==> src/rtl/acorn_pkg.sv <==
// ---------------------------------------------------------------------------
// acorn_pkg
// Shared constants for the ACORN-128 finalization / tag path.
//   ACORN_TAG_BITS    : authentication tag length in bits
//   ACORN_FINAL_STEPS : keystream steps consumed during finalization
//   VST_*             : encoding of the tag-verify controller states
// ---------------------------------------------------------------------------
package acorn_pkg;

  localparam int ACORN_TAG_BITS    = 128;
  localparam int ACORN_FINAL_STEPS = 768;

  localparam logic [1:0] VST_IDLE = 2'd0;
  localparam logic [1:0] VST_RUN  = 2'd1;
  localparam logic [1:0] VST_FIN  = 2'd2;

endpackage

==> src/rtl/acorn_tag_verify.sv <==
// ---------------------------------------------------------------------------
// acorn_tag_verify
// Decrypt-side tag check for ACORN-128. Counts the bit-serial finalization
// keystream, captures the last TAG_BITS bits as the computed tag and ORs
// every bit difference against the received tag into a sticky flag. The
// verdict always takes exactly FINAL_STEPS accepted steps, wherever (or
// whether) a mismatch occurs.
//
// Ports:
//   clk, rst     : clock, asynchronous active-high reset
//   start        : one-cycle pulse in IDLE; samples tag_exp
//   tag_exp      : received tag, bit i checked against keystream step
//                  FINAL_STEPS-TAG_BITS+i
//   abort        : cancels a running operation (no done, outputs cleared)
//   ks_valid     : one finalization step is presented this cycle
//   ks_bit       : keystream bit of that step
//   busy         : operation in progress (RUN or FIN)
//   done         : one-cycle verdict strobe
//   tag_ok       : 1 = tags match; qualified by done, held until next start
//   tag_calc     : captured computed tag
// ---------------------------------------------------------------------------
module acorn_tag_verify
  import acorn_pkg::*;
#(
  parameter int TAG_BITS    = ACORN_TAG_BITS,
  parameter int FINAL_STEPS = ACORN_FINAL_STEPS,
  parameter int CNT_W       = $clog2(FINAL_STEPS + 1)
) (
  input  logic                clk,
  input  logic                rst,
  input  logic                start,
  input  logic [TAG_BITS-1:0] tag_exp,
  input  logic                abort,
  input  logic                ks_valid,
  input  logic                ks_bit,
  output logic                busy,
  output logic                done,
  output logic                tag_ok,
  output logic [TAG_BITS-1:0] tag_calc
);

  // First step whose keystream bit belongs to the tag.
  localparam int CMP_BASE = FINAL_STEPS - TAG_BITS;

  logic [1:0]          r_state;
  logic [CNT_W-1:0]    r_cnt;
  logic                r_diff;
  logic                r_tag_ok;
  logic [TAG_BITS-1:0] r_tag_exp;
  logic [TAG_BITS-1:0] r_tag_calc;

  logic                w_accept;
  logic                w_last;
  logic [TAG_BITS-1:0] w_hit;
  logic [TAG_BITS-1:0] w_tag_calc_next;
  logic                w_mis;
  logic                w_diff_next;

  assign w_accept = (r_state == VST_RUN) && ks_valid;
  assign w_last   = w_accept && (r_cnt == CNT_W'(FINAL_STEPS - 1));

  // One-hot decode of the tag bit addressed by the current step. All of
  // w_hit is zero during the counted-only prefix, so the same datapath
  // runs every step and timing never depends on data.
  for (genvar gi = 0; gi < TAG_BITS; gi++) begin : g_slice
    assign w_hit[gi]           = w_accept && (r_cnt == CNT_W'(CMP_BASE + gi));
    assign w_tag_calc_next[gi] = w_hit[gi] ? ks_bit : r_tag_calc[gi];
  end

  assign w_mis       = |(w_hit & (r_tag_exp ^ {TAG_BITS{ks_bit}}));
  assign w_diff_next = r_diff | w_mis;

  always_ff @(posedge clk or posedge rst) begin
    if (rst) begin
      r_state    <= VST_IDLE;
      r_cnt      <= '0;
      r_diff     <= 1'b0;
      r_tag_ok   <= 1'b0;
      r_tag_exp  <= '0;
      r_tag_calc <= '0;
    end else begin
      case (r_state)
        VST_IDLE: begin
          if (start && !abort) begin
            r_state    <= VST_RUN;
            r_tag_exp  <= tag_exp;
            r_cnt      <= '0;
            r_diff     <= 1'b0;
            r_tag_calc <= '0;
            r_tag_ok   <= 1'b0;
          end
        end
        VST_RUN: begin
          if (abort) begin
            r_state    <= VST_IDLE;
            r_tag_ok   <= 1'b0;
            r_tag_calc <= '0;
          end else if (w_accept) begin
            r_cnt      <= r_cnt + CNT_W'(1);
            r_diff     <= w_diff_next;
            r_tag_calc <= w_tag_calc_next;
            if (w_last) begin
              r_state  <= VST_FIN;
              // Verdict registered on entry so it is valid alongside done.
              r_tag_ok <= ~w_diff_next;
            end
          end
        end
        VST_FIN: begin
          r_state <= VST_IDLE;
          if (abort) begin
            r_tag_ok   <= 1'b0;
            r_tag_calc <= '0;
          end
        end
        default: r_state <= VST_IDLE;
      endcase
    end
  end

  assign busy     = (r_state != VST_IDLE);
  // An abort landing on the FIN cycle suppresses the strobe.
  assign done     = (r_state == VST_FIN) && !abort;
  assign tag_ok   = r_tag_ok;
  assign tag_calc = r_tag_calc;

endmodule

==> config.mk <==
export PLATFORM = sky130hd
export DESIGN_NAME = acorn_tag_verify
export DESIGN_NICKNAME = d
export VERILOG_FILES = /design/src/rtl/acorn_pkg.sv /design/src/rtl/acorn_tag_verify.sv
export SDC_FILE = /design/constraint.sdc
export NUM_CORES = 1
export LEC_CHECK = 0
export ABC_AREA = 1
export CAP_MARGIN = 20
export CELL_PAD_IN_SITES_DETAIL_PLACEMENT = 0
export CELL_PAD_IN_SITES_GLOBAL_PLACEMENT = 2
export CORE_MARGIN = 1
export CORE_UTILIZATION = 31
export DETAILED_ROUTE_END_ITERATION = 8
export GPL_ROUTABILITY_DRIVEN = 0
export PLACE_DENSITY = 0.92
export SLEW_MARGIN = 0
export SYNTH_ARGS = -nofsm -noshare
export SYNTH_HDL_FRONTEND = slang
export SYNTH_SLANG_ARGS = --single-unit
export TNS_END_PERCENT = 1
==> constraint.sdc <==
create_clock -name clk -period 11.4 [get_ports clk]
set_clock_uncertainty 0.05 [all_clocks]
set_input_delay 2.28 -clock clk [delete_from_list [all_inputs] [get_ports clk]]
set_output_delay 2.28 -clock clk [all_outputs]
set_load 0.05 [all_outputs]
## Word level (Yosys, flattened, before mapping)

Index checks and enable logic that the tools add are counted.

| cells by class | value |
|---|---|
| eq/ne operators | 263 |
| $mul | 0 |
| reduce and logical (&&, ||, !) cells | 268 |
| $lt $le $gt $ge | 0 |
| div/mod/pow operators | 0 |
| bitwise gates (word level) | 4 |
| add/subtract/negate cells | 1 |
| mux-type cells | 151 |
| shift-type cells | 0 |

Operators with widths:

| cell | number |
|---|---|
| equality test 10 bit (second input constant) | 128 |
| AND reduction 5 bit | 128 |
| two-way mux 128 bit | 4 |
| != test 3 bit (second input constant) | 129 |
| one-hot mux 128 bit (3 select lines) | 1 |
| two-way mux 1 bit | 135 |
| logical AND 1 bit | 131 |
| AND 128 bit | 1 |
| OR reduction 128 bit | 1 |
| XOR 128 bit | 1 |
| two-way mux 10 bit | 3 |
| one-hot mux 10 bit (2 select lines) | 1 |
| adder 10 x 1 -> 10 bit (second input constant) | 1 |
| two-way mux 2 bit | 4 |
| != test 2 bit (second input constant) | 4 |
| one-hot mux 2 bit (2 select lines) | 1 |
| AND reduction 4 bit | 1 |
| nonzero test 2 bit | 2 |
| one-hot mux 1 bit (3 select lines) | 1 |
| AND reduction 3 bit | 1 |
| nonzero test 3 bit | 1 |
| equality test 2 x 1 -> 1 bit (second input constant) | 1 |
| equality test 2 bit (second input constant) | 1 |
| logical NOT 2 bit | 1 |
| 5 further kinds | 5 |

| word-level totals | value |
|---|---|
| bits in registers | 270 |
| memory bits (writable) | 0 |
| output and inout port bits | 131 |
| input bits | 134 |
| bits in read-only memories | 0 |
| memories | 0 |
| logic and storage cells | 820 |
| bits in latches | 0 |

## Longest topological paths before layout

Gate-level depths: netlist (run 1).

| depth | value |
|---|---|
| word-level depth | 11 |
| mapped depth | 16 |
| mapped depth without buffers | 15 |

## Worst setup path after synthesis (run 1)

No wires, ideal clock.

| path | value |
|---|---|
| kind | in2out |
| start point | input port abort |
| end point | output port done |
| setup slack | 5536 ps |
| buffers on the path | 0 |
| data required time | 9070 ps |
| data arrival time | 3534 ps |
| stages on the path | 1 |
| path through | nor3_1 |

| on the way | value |
|---|---|
| longest elaborated chain between the ends | 2 |

RTL lines:

| what | line | source |
|---|---|---|
| start, declared | acorn_tag_verify.sv:33 | `input logic abort,` |
| logical NOT 1 bit | acorn_tag_verify.sv:123 | `assign done = (r_state == VST_FIN) && !abort;` |
| logical AND 1 bit | acorn_tag_verify.sv:123 |  |
| end, declared | acorn_tag_verify.sv:37 | `output logic done,` |

No other way between the ends.

## Final worst setup path (run 1)

Ends and elaborated chain as after synthesis.

==> results of run 1 <==
worst max-delay path, stage by stage:
cell and delay (ps):
clkdlybuf4s50_1 550, nor3_1 450, clkdlybuf4s50_1 890
cells in the final DEF, fill, tap and decap left out, types with 2 or more instances in the layout:
| cell type | synthesis | layout |
|---|---|---|
| clkbuf_1 | 61 | 6 |
| nor2_2 | 4 | 4 |
| nor2_1 | 125 | 124 |
| clkbuf_16 | 0 | 31 |
| dfrtp_1 | 270 | 270 |
| a31oi_1 | 74 | 74 |
| clkinv_2 | 0 | 11 |
| nand2_2 | 2 | 3 |
| buf_4 | 23 | 17 |
| xor2_1 | 120 | 120 |
| nor3_1 | 56 | 56 |
| buf_16 | 0 | 2 |
| nand2_1 | 569 | 567 |
| clkdlybuf4s50_1 | 0 | 263 |
| o21ai_0 | 50 | 50 |
| inv_1 | 52 | 50 |
| nand3_1 | 100 | 100 |
| nand4_1 | 42 | 42 |
| ha_1 | 4 | 4 |
| inv_2 | 11 | 11 |
| a21oi_1 | 77 | 77 |
| clkinvlp_4 | 0 | 2 |
| o21ai_1 | 143 | 143 |
| nor2_4 | 2 | 3 |
| clkbuf_8 | 0 | 5 |
state kept, by name, indices dropped and copies added (netlist names):
name,cells
r_cnt,10
r_diff,1
r_tag_exp,128
r_state,2
tag_ok,1
tag_calc,128
metrics by stage:
step | worst slack, ps | area, sq um | util | hold slack [ps] | std cells
6_report | 4890 | 18300 | 0.401 | 437 | 2648
2_1_floorplan | 1630 | 14400 | - | 399 | 1845
4_1_cts | 4870 | 18200 | 0.400 | 444 | 2646
3_3_place_gp | 4910 | 17300 | 0.379 | 424 | 2589
5_1_grt | 4780 | 18300 | 0.401 | 456 | 2648
3_5_place_dp | 4800 | 17300 | 0.379 | 428 | 2589
final cells by class:
class                      count  area [sq um]  share of cell area
clock buffer                  42           867              0.0474
clock inverter                15           113             0.00616
inverter                      63           245              0.0134
multi-input combinational   1375          6730               0.368
sequential                   270          6760               0.369
tap                          600           751              0.0411
timing repair buffer         283          2830               0.155
power groups by stage:
| stage | registers, uW | logic (uW) | clock network, uW |
|---|---|---|---|
| floorplan | 1720 | 452 | 0 |
| global placement | 1370 | 1240 | 0 |
| detailed placement | 1370 | 1260 | 0 |
| CTS | 1360 | 1260 | 994 |
| global route | 1390 | 1350 | 1030 |
| finish | 1360 | 1260 | 968 |
logic make-up after synthesis:
family | Yosys count | synth area share
simple gates | 903 | 0.260
compound gates | 347 | 0.129
flops | 270 | 0.470
buf+inv | 200 | 0.0638
xor+xnor | 121 | 0.0737
fa+ha+maj | 4 | 0.00348
path summary, 6_finish.rpt:
check                                   from            end  depth (start not counted)
min in group asynchronous                rst   tag_calc[28]                          2
worst min register to register  tag_calc[77]   tag_calc[77]                          2
worst max-delay path                   abort           done                          3
worst min-delay path            tag_calc[77]   tag_calc[77]                          2
worst max register to register    r_state[1]    tag_calc[7]                         12
max in group asynchronous                rst  r_tag_exp[64]                          3
routing by layer:
layer / global-route usage / wire length [microns]
met5: 0 / 0
met4: 0.0462 / 805
met3: 0.0296 / 2790
met2: 0.335 / 22900
met1: 0.292 / 23400
==> impl_results.md, run 1 <==
* Vias in the first global route at approximately 13000
* Mapped Cells at between 1500 and 2000
* Actual transition at the worst max-transition pin at ~1200 ps
* Flop-to-flop setup slack at approximately 7300 ps
* Design Power at approximately 3600 uW
* Root Buffer: clkbuf_16
* CTS resizes at 0
* Sequential power share at 0.379
* CP required at 9070 ps
* Die width at roughly 220 microns
* Slew Viols, Final at 0
* Routed wire length at roughly 50000 microns
* Final setup violation count at 0
* P_leak at approximately 0.0083 uW
* Post-route clock period utilization at 0.571
* Top_reg_cell synth: dfrtp_1
* Power Internal at 2160 uW
* Clk Latency, worst-skew pair at ~580 ps
* Total CTS buffers at 31
* Status: finished, final reports clean
* Setup Buffers After CTS at 0
* Detailed Route Iter0 Violations at 1089
* Max IR drop VDD at 165 uV
* Core footprint at 45600 sq um
* Fmax at about 0.15 GHz
* Arrival time at the worst endpoint at 4180 ps
* CTS sink cnt at 270
* Synth async-reset ratio at 1.00
* GRT Total Usage at 0.207
* Post-synth top cells: nand2_1 (569), dfrtp_1 (270), o21ai_1 (143), nor2_1 (125), xor2_1 (120)
* Distinct cells, synth at 29
* H-tree level count at 1
* First-pass GRT wire length at roughly 75000 microns
* Hold Vio Cnt, Final at 0
* Nets@finish at 2162
* Post-synth EDFFs at 0
* Setup CP Type: in -> out
* Top-area cell type share of the netlist area at 0.470
* Fin crit period at roughly 6500 ps
* Slew HR at 0.224
* Avg Vias per Cell at 4.99
* Yosys Warn Count at 0
* Row count at 78
* Synth Net Count at a little under 2000
* Pin count of the biggest net entering global routing at 138
* Cell Pwr Density at a little under 200 nW/um^2
* I/O pins at between 200 and 300
* Setup crit end kind: primary output
* Worst Hold Class: reg -> reg
* GR Overflow Total at 0
* Die Area at ~47000 sq um
* Synth-to-layout area growth at 27.1%
* Post-Route Setup TNS at 0 ps
* Cell taking the most area after synthesis: dfrtp_1
* Yosys reg bits at 270
* Clock transition at the registers of the reported paths at around 60 ps
* Logic gate share of total power at 0.351
* Clock share of power at 0.270
* Detailed-placement wirelength estimate at around 34000 microns
* Die height at 217 microns
* # DRC at 0
* Fillcell total at 4643
* Sw frac at 0.399
* Most common cell in the netlist: nand2_1
* Post-CTS Hold Buffers at 0
* # Max-Cap Violations at 0
* Port Buffers at about 260
* Wire per inst at between 15 and 20 microns
* Synthesized cell area at approximately 14000 sq um
* 1st-pass router iterations at 5
* Clk buf depth at 3
* Sequential area share after synthesis at 0.470
* Crit Path Max Fanout at 5
* Top post-synthesis cells by area: dfrtp_1 (47%), nand2_1 (15%), xor2_1 (7.3%)
* Initial core utilization at 0.316
* Via count at 13200
* CTS tree: yes
* Antenna Nets Post-Route at 0
* N_diodes at 0
* Syn Area/Cell at approximately 7.8 sq um
* Psw at approximately 1400 uW
* Unrepaired setup endpoints after global routing: no
* Initial antenna violation count at 1
* Fraction of layout cells with a size suffix above 1 at 0.0483
* CP startpoint kind: primary input
No activity file was read; power rests on OpenSTA's default activity.
==> run 2: changes to the inputs <==
Settings changed: CORE_UTILIZATION 31 to 28, PLACE_DENSITY 0.92 to 0.88.
Clock period 11.4 ns to 5.7 ns, I/O delays scaled along.
==> impl_results.md, run 2 (same netlist as run 1, synthesis figures left out) <==
* Post-route clock period utilization at 0.735
* # Max-Cap Violations at 0
* GR Layer Usage met2 at 0.307
* Flop-to-flop setup slack at ~2300 ps
* CTS resizes at 0
* H-tree level count at 2
* First-pass GRT wire length at 79300 microns
* Post-Route Setup TNS at 0 ps
* Worst-path cell chain: clkdlybuf4s50_1, nor3_1, clkdlybuf4s50_1
* Met1 Usage GRT at 0.275
* Hold path cells at 2
* CTS sink cnt at 270
* Post-layout instance area at about 19000 sq um
* Core footprint at between 50000 and 60000 sq um
* Antenna Nets Post-Route at 0
* Worst Hold Path EP: r_diff
* Crit Path Max Fanout at 5
* Synth-to-layout area growth at 29.5%
* Post-CTS Hold Buffers at 0
* Row count at slightly above 80
* Root Buffer: clkbuf_16
* Setup Buffers After CTS at 0
* GR Overflow Total at 0
* Die width at 229 microns
* Design Power at between 7000 and 8000 uW
* Cell Pwr Density at approximately 400 nW/um^2
* Via count at about 13000
* # DRC at 0
* Initial core utilization at 0.286
* Arrival time at the worst endpoint at around 3000 ps
* Detailed Route Iter0 Violations at about 1300
* Pin count of the biggest net entering global routing at 201
* Clock transition at the registers of the reported paths at roughly 60 ps
* Detailed-placement wirelength estimate at around 35000 microns
* Hold Crit Start: r_diff
* I/O pins at 265
* Fmax at roughly 0.24 GHz
* P_leak at 0.00845 uW
* Avg Vias per Cell at approximately 4.9
* CP dominant cell by count: clkdlybuf4s50_1
* Max IR drop VDD at roughly 180 uV
* Final setup violation count at 0
* CP required at between 4000 and 5000 ps
* Slew HR at 0.251
* Slew Viols, Final at 0
* R2R Path Start: r_cnt[5]
* M3 GR Usage at 0.0336
* GRT Total Usage at 0.197
* Nets@finish at between 2000 and 2500
* CP startpoint kind: primary input
* Port Buffers at approximately 260
* Clk Latency, worst-skew pair at ~550 ps
* Die height at 229 microns
* Setup crit end kind: primary output
* Commonest non-fill, non-tap cells in the layout: nand2_1 (567), dfrtp_1 (270), clkdlybuf4s50_1 (263)
* Clk buf depth at 3
* Die Area at about 52000 sq um
* Total CTS buffers at 34
* Global route hottest layer: met2
* Vias in the first global route at approximately 13000
* Reg-to-reg endpoint: tag_calc[46]
* Placed inst area at 17500 sq um
* Unrepaired setup endpoints after global routing: no
* Fin crit period at between 4000 and 5000 ps
* Commonest non-fill, non-tap cell in the layout: nand2_1
* 1st-pass router iterations at 6
* Worst path slowest cell: clkdlybuf4s50_1
* Routed wire length at 51800 microns
* Fraction of layout cells with a size suffix above 1 at 0.0534
* Setup CP Type: in -> out
* Worst hold margin at around 430 ps
* Worst Hold Class: reg -> reg
* Wire per inst at 18.9 microns
* Initial antenna violation count at 0
* Actual transition at the worst max-transition pin at about 1100 ps
* Register-to-Register Path Depth at 8
* Hold Vio Cnt, Final at 0
* Status: finished, final reports clean
* CP peak stage delay at 880 ps
* CTS tree: yes
-- run 2: changes by cell type in the layout (fill, tap and decap cells not counted), sizes merged --
cell      before  now
clkinv        12    6
clkinvlp       2    3
inv           63   64
clkbuf        42   49
buf           20   29
bufinv         1    2
diode          0    1
-- run 2: cell type report --
cell class,count,area (sq um)
antenna,1,2.50
inverter,63,241
sequential,270,6760
tap,672,841
timing repair buffer,292,2940
fill,5101,31700
clock buffer,49,977
clock inverter,12,141
multi-input combinational,1375,6730
-- run 2: how the worst max path moves through the flow --
stage / slack (ps) / start / depth (start not counted) / endpoint
final: 1510 / abort / 3 / done
after global routing: 1450 / abort / 3 / done
after CTS: 1500 / abort / 3 / done
after detailed placement: 1500 / abort / 3 / done
after global placement: 1470 / abort / 7 / r_tag_exp[1]
after floorplan: 940 / rst / 1 / r_cnt[0]
-- run 2: critical path, delay by kind of cell --
kind / cells / cell delay [ps]
buffers and inverters: 2 / 1440
AND/OR/NAND/NOR: 1 / 420
-- run 2: per-layer routing --
| layer | wire length, microns | share of wire |
|---|---|---|
| met1 | 24200 | 0.47 |
| met2 | 23200 | 0.45 |
| met3 | 2990 | 0.058 |
| met4 | 1410 | 0.027 |
| met5 | 0 | 0 |
-- run 2: per-stage QoR --
| stage | worst slack [ps] | std cells | util |
|---|---|---|---|
| floorplan | 943 | 1845 | - |
| global placement | 1470 | 2668 | 0.346 |
| detailed placement | 1500 | 2671 | 0.347 |
| CTS | 1500 | 2732 | 0.370 |
| global route | 1450 | 2733 | 0.370 |
| finish | 1510 | 2734 | 0.370 |
-- run 2: power by group --
| part | switching, uW | internal (uW) | total (uW) |
|---|---|---|---|
| clock network | 881 | 1290 | 2170 |
| logic | 1690 | 843 | 2530 |
| registers | 350 | 2370 | 2720 |
| total | 2920 | 4510 | 7420 |
